<file path="src/rtl/a2d_rr_sequencer.sv">
// Round-robin A2D sequencer: sweeps ch0/ch4/ch5 through the shared SPI master, two transactions per channel.
// Optional A2D_AVG_EN: each capture stores the average of the previous and new reading.
module a2d_rr_sequencer #(
    parameter int TMO_CYCLES = 2048,
    parameter int GAP_CYCLES = 2
) (
    input  logic        clk,
    input  logic        rst_n,
    input  logic        nxt,
    output logic        wrt,
    output logic [15:0] cmd,
    input  logic        done,
    input  logic [15:0] rd_data,
    output logic [11:0] lft_ld,
    output logic [11:0] rght_ld,
    output logic [11:0] batt,
    output logic        busy,
    output logic        rr_done,
    output logic        tmo_err
);

    // state | meaning: IDLE wait request | CMD command wrt | WAIT1 await done | GAP SS_n idle | READ read-back wrt | WAIT2 await done, capture
    typedef enum logic [2:0] {IDLE, CMD, WAIT1, GAP, READ, WAIT2} state_t;

    localparam int TW = ($clog2(TMO_CYCLES) + 1 > 12) ? $clog2(TMO_CYCLES) + 1 : 12;
    localparam int GW = (GAP_CYCLES > 1) ? $clog2(GAP_CYCLES) : 1;
    localparam logic [TW-1:0] TMO_LAST = TW'(TMO_CYCLES - 1);
    localparam logic [GW-1:0] GAP_LAST = GW'(GAP_CYCLES - 1);

    state_t        state, state_nxt;
    logic [1:0]    idx, idx_nxt;
    logic          pending;
    logic [TW-1:0] tmo_cnt;
    logic [GW-1:0] gap_cnt;
    logic          start, cap_en, abort, fin;
    logic [11:0]   cap_val;
    logic          unused_rd;

    assign unused_rd = ^rd_data[15:12];
    assign wrt  = (state == CMD) || (state == READ);
    assign busy = (state != IDLE) || rr_done;

    function automatic logic [2:0] chnl_of(input logic [1:0] i);
        case (i)
            2'd0:    chnl_of = 3'd0;
            2'd1:    chnl_of = 3'd4;
            default: chnl_of = 3'd5;
        endcase
    endfunction

    always_comb begin
        state_nxt = state;
        idx_nxt   = idx;
        start     = 1'b0;
        cap_en    = 1'b0;
        abort     = 1'b0;
        fin       = 1'b0;
        case (state)
            IDLE: begin
                if (nxt || pending) begin
                    state_nxt = CMD;
                    start     = 1'b1;
                end
            end
            CMD:   state_nxt = WAIT1;
            WAIT1: begin
                if (done) state_nxt = GAP;
                else if (tmo_cnt == TMO_LAST) abort = 1'b1;
            end
            GAP:   if (gap_cnt == '0) state_nxt = READ;
            READ:  state_nxt = WAIT2;
            WAIT2: begin
                if (done) begin
                    cap_en = 1'b1;
                    if (idx == 2'd2) begin
                        state_nxt = IDLE;
                        idx_nxt   = 2'd0;
                        fin       = 1'b1;
                    end else begin
                        state_nxt = CMD;
                        idx_nxt   = idx + 2'd1;
                    end
                end else if (tmo_cnt == TMO_LAST) begin
                    abort = 1'b1;
                end
            end
            default: state_nxt = IDLE;
        endcase
        if (abort) begin
            state_nxt = IDLE;
            idx_nxt   = 2'd0;
        end
    end

    always_ff @(posedge clk or negedge rst_n) begin
        if (!rst_n) begin
            state   <= IDLE;
            idx     <= 2'd0;
            pending <= 1'b0;
        end else begin
            state <= state_nxt;
            idx   <= idx_nxt;
            // A request arriving while a sweep runs (including its rr_done cycle) is remembered once
            if (abort || state == IDLE) pending <= 1'b0;
            else if (nxt)               pending <= 1'b1;
        end
    end

    always_ff @(posedge clk or negedge rst_n) begin
        if (!rst_n) begin
            cmd     <= 16'h0000;
            tmo_cnt <= '0;
            gap_cnt <= GAP_LAST;
            lft_ld  <= 12'h000;
            rght_ld <= 12'h000;
            batt    <= 12'h000;
            rr_done <= 1'b0;
            tmo_err <= 1'b0;
        end else begin
            rr_done <= fin;
            if (state_nxt == CMD) cmd <= {2'b00, chnl_of(idx_nxt), 11'h000};
            if (wrt) tmo_cnt <= '0;
            else if (state == WAIT1 || state == WAIT2) tmo_cnt <= tmo_cnt + TW'(1);
            if (state != GAP) gap_cnt <= GAP_LAST;
            else if (gap_cnt != '0) gap_cnt <= gap_cnt - GW'(1);
            if (start)      tmo_err <= 1'b0;
            else if (abort) tmo_err <= 1'b1;
            if (cap_en) begin
                case (idx)
                    2'd0:    lft_ld  <= cap_val;
                    2'd1:    rght_ld <= cap_val;
                    default: batt    <= cap_val;
                endcase
            end
        end
    end

`ifdef A2D_AVG_EN
    logic [2:0]  seen;
    logic [11:0] old_val;
    logic        first;

    always_comb begin
        old_val = batt;
        first   = !seen[2];
        case (idx)
            2'd0: begin old_val = lft_ld;  first = !seen[0]; end
            2'd1: begin old_val = rght_ld; first = !seen[1]; end
            default: begin old_val = batt; first = !seen[2]; end
        endcase
        cap_val = first ? rd_data[11:0]
                        : 12'(({1'b0, old_val} + {1'b0, rd_data[11:0]}) >> 1);
    end

    always_ff @(posedge clk or negedge rst_n) begin
        if (!rst_n) begin
            seen <= 3'b000;
        end else if (cap_en) begin
            case (idx)
                2'd0:    seen[0] <= 1'b1;
                2'd1:    seen[1] <= 1'b1;
                default: seen[2] <= 1'b1;
            endcase
        end
    end
`else
    assign cap_val = rd_data[11:0];
`endif

endmodule

</file>
<file path="config.mk">
export PLATFORM = sky130hd
export DESIGN_NAME = a2d_rr_sequencer
export DESIGN_NICKNAME = d
export VERILOG_FILES = /design/src/rtl/a2d_rr_sequencer.sv
export SDC_FILE = /design/constraint.sdc
export NUM_CORES = 1
export LEC_CHECK = 0
export ABC_CLOCK_PERIOD_IN_PS = 4500
export BUFFER_PORTS_ARGS = -buffer_cell sky130_fd_sc_hd__buf_2
export CELL_PAD_IN_SITES_DETAIL_PLACEMENT = 1
export CELL_PAD_IN_SITES_GLOBAL_PLACEMENT = 1
export CORE_ASPECT_RATIO = 1.25
export CORE_MARGIN = 1.5
export CORE_UTILIZATION = 35
export DETAILED_ROUTE_END_ITERATION = 10
export HOLD_SLACK_MARGIN = 0.03
export PLACE_DENSITY_LB_ADDON = 0.1
export SETUP_SLACK_MARGIN = 0.05
export SYNTH_ARGS = -nofsm -noshare
export SYNTH_HDL_FRONTEND = slang
export SYNTH_SLANG_ARGS = --single-unit
export TNS_END_PERCENT = 20
</file>
<file path="constraint.sdc">
create_clock -name clk -period 4.5 [get_ports clk]
set_clock_uncertainty 0.05 [all_clocks]
set_input_delay 0.225 -clock clk [delete_from_list [all_inputs] [get_ports clk]]
set_output_delay 0.225 -clock clk [all_outputs]
set_load 0.01 [all_outputs]
</file>
==> results.md <==
- Status: completed
- Worst path top cell family by delay: simple AND/OR/NAND/NOR gates
- CP max stage delay: 0.71 ns
- WS Path Type: reg2reg
- Largest net degree at the start of global routing: 60
- Grt met3 use: 0.0555
- #FFs+latches synth: 59
- Fin util: 0.433
- Routed length per instance: 15.2 um
- CP Capture Point: cmd[13]
- Critical path required time: 4.66 ns
- Cell Pwr Density: 628 nW/um^2
- Number of I/O port buffers: 57
- CTS tree: yes
- Width of the die: 80.9 um
- DR pass1 iterations: 4
- Cell Chain, Critical Path: and2_1, nand4_1, a21boi_0, mux2_1
- RSZ-0062 raised after global routing: no
- Grt ovf: 0
- Crit-path slowest cell: nand4_1
- Die area: 8120 um^2
- Routed via count: roughly 1.9k
- Combinational share of power: 0.329
- Xor and xnor fraction of the mapped netlist area: 0.0198
- Nets: about 310
- Total number of H-tree levels: 3
- Post-synth ARST share: 1.00
- Total length of routed wires: approximately 5800 um
- Post-Syn Area per Cell: 12.0 um^2
- RD Place Congestion: 0.717
- Critical Path Stages: 4
- Setup Fix Bufs, Post-CTS: 0
- CP max FO: 17
- Pins over their slew limit: 0
- Gr busiest metal: met2
- Yosys cell types: 41
- Vias in the first global route: 2006
- Total Neg Setup Slack: 0 ns
- Post-layout min period: 2.49 ns
- Area Growth Syn to Fin: 20.0%
- Largest family of logic cells by synthesized area: multiplexers
- Relative slew margins: 0.416
- TritonCTS Sinks: 59
- Pwr Total: between 2 and 2.5 mW
- Mapped Cells: between 200 and 250
- Int Pwr: 1.31 mW
- Design Area, Final: 3190 um^2
- CTS Root Cell: clkbuf_8
- Crit path buf inv count: 0
- Initial core utilization: 0.361
- First-pass GRT wire length: between 9000 and 10000 um
- Core Rows: 35
- Antenna violations before repair: 0
- Clock power frac: 0.236
- Simple-gate portion of the synthesized area: 0.107
- Ys Warns: 0
- Peak VDD IR: 241 uV
- CTS clock-pin slew for the worst setup and hold paths: 0.07 ns
- Met2 Use GR: 0.256
- CTS Buf Count: 9
- Psw: 692 uW
- Synth Area in Adders: 0.00471
- Vias/cell: 4.99
- Crit share post-route: 0.554
- Starting DRT DRC Count: 53
- Die Y: 100 um
- Switching Fraction: 0.346
- Worst r2r src: state[0]
- Sequential share of power: 0.435
- Startpoint Class: flop
- P_leak: 1.60 nW
- Antenna Nets Post-Route: 0
- Setup crit start: state[0]
- Share of the yosys chip area belonging to registers: 0.556
- Min-delay worst type: in2reg
- Total GRT Usage: 0.155
- CTS Buffer Depth: 2
- I/O pins: 76
- Post-synth EDFFs: 0
- R2r worst-path depth: 4
- Layout cell share with drive strength beyond 1: 0.399
- Hold slack: 0.102 ns
- Post-synthesis cell area: 2660 um^2
- Post-CTS sizing: 0
- Diode count: 0
- Post-DP HPWL: 3880 um
- CTS Hold Bufs: 1
- FILL cells: 834
- Clk Latency, worst-skew pair: 0.33 ns
- Remaining DRCs: 0
- Core area: 7360 um^2
- Ys flop type: dfrtp_1
- Slew @ Worst Pin: 0.873 ns
- Met1 Track Usage GR: 0.170
- Worst Setup End Kind: flop
- FF-to-FF End: cmd[13]
- Max Cap Viol: 0
- Post-synthesis mux area share: 0.168
- Highest clock rate: 0.401 GHz
- Dpl cell area: 2990 um^2
- Hold Vio Cnt, Final: 0
- Hold Path Stages: 2
- Register-to-register setup slack: 2.01 ns
- WP data arrival: 2.66 ns
- Setup violators final: 0
- Post-synthesis compound-gate area fraction: 0.0838
stage by stage:
stage,worst slack (ns),std cells
2_1_floorplan,2.59,234
3_3_place_gp,1.96,364
3_5_place_dp,1.98,364
4_1_cts,1.96,380
5_1_grt,1.83,380
6_report,2.01,380
flip-flops by register name, indices dropped and copies added, names as in the netlist:
| name | cells |
|---|---|
| batt | 12 |
| cmd | 2 |
| gap_cnt | 1 |
| idx | 2 |
| lft_ld | 12 |
| pending | 1 |
| rght_ld | 12 |
| rr_done | 1 |
| state | 3 |
| tmo_cnt | 12 |
| tmo_err | 1 |
cells by family (layout without fill, tap and decap cells):
| kind of cell | count (synthesis) | after routing |
|---|---|---|
| flops | 59 | 59 |
| simple gates | 54 | 54 |
| xor+xnor | 6 | 6 |
| buf+inv | 25 | 79 |
| other cells | 1 | 14 |
| mux | 40 | 40 |
| compound gates | 35 | 35 |
| fa+ha+maj | 1 | 1 |
cell usage after synthesis (3+ instances only):
cell / number / area share
a211oi_1: 3 / 0.0085
a21oi_1: 14 / 0.026
buf_4: 16 / 0.045
clkbuf_1: 3 / 0.0042
dfrtp_1: 58 / 0.55
inv_1: 4 / 0.0057
mux2_2: 36 / 0.15
mux2i_1: 3 / 0.011
nand2_1: 6 / 0.0085
nand3_1: 4 / 0.0075
nor2_1: 18 / 0.025
nor3_1: 5 / 0.0094
o21ai_0: 7 / 0.013
or3_1: 5 / 0.012
xnor2_1: 6 / 0.020
power by group through the flow:
stage | Sequential, mW | Clock, mW | Combinational, mW
global route | 0.904 | 0.512 | 0.734
CTS | 0.874 | 0.493 | 0.673
finish | 0.871 | 0.472 | 0.658
floorplan | 0.891 | 0 | 0.417
global placement | 0.879 | 0 | 0.658
detailed placement | 0.882 | 0 | 0.669
per-layer routing:
metal | wire length, um | vias up
li1 | - | 882
met1 | 2430 | 958
met2 | 2840 | 45
met3 | 396 | 12
met4 | 121 | 0
met5 | 0 | -
how the worst min path moves through the flow:
stage	slack [ns]	to	from
global placement	0.39	tmo_cnt[0]	rst_n
finish	0.10	batt[5]	rd_data[5]
floorplan	-0.12	batt[0]	rst_n
CTS	0.09	batt[5]	rd_data[5]
global route	0.09	batt[1]	rd_data[1]
detailed placement	0.39	tmo_cnt[3]	rst_n
layout by cell type, fill, tap and decap left out, types with 3 or more instances in the layout:
cell type / n
xnor2_1: 6
clkinv_2: 3
a21oi_1: 14
nor3_1: 5
or3_1: 5
clkbuf_8: 10
mux2i_1: 3
conb_1: 14
nand2_1: 6
dfrtp_1: 58
o21ai_0: 7
nor2_1: 18
a211oi_1: 3
mux2_2: 36
buf_2: 57
inv_1: 4
nand3_1: 4
layout make-up:
type,count,area [um^2],share of cell area
flip-flops and latches,59,1480,0.464
multi-input cells,150,1080,0.338
repair buffers,60,310,0.0974
clock buffers,10,138,0.0432
well taps,92,115,0.0361
clock inverters,5,53.8,0.0169
inverters,4,15.0,0.00471
Note: power is estimated with default switching activity, not from simulation.
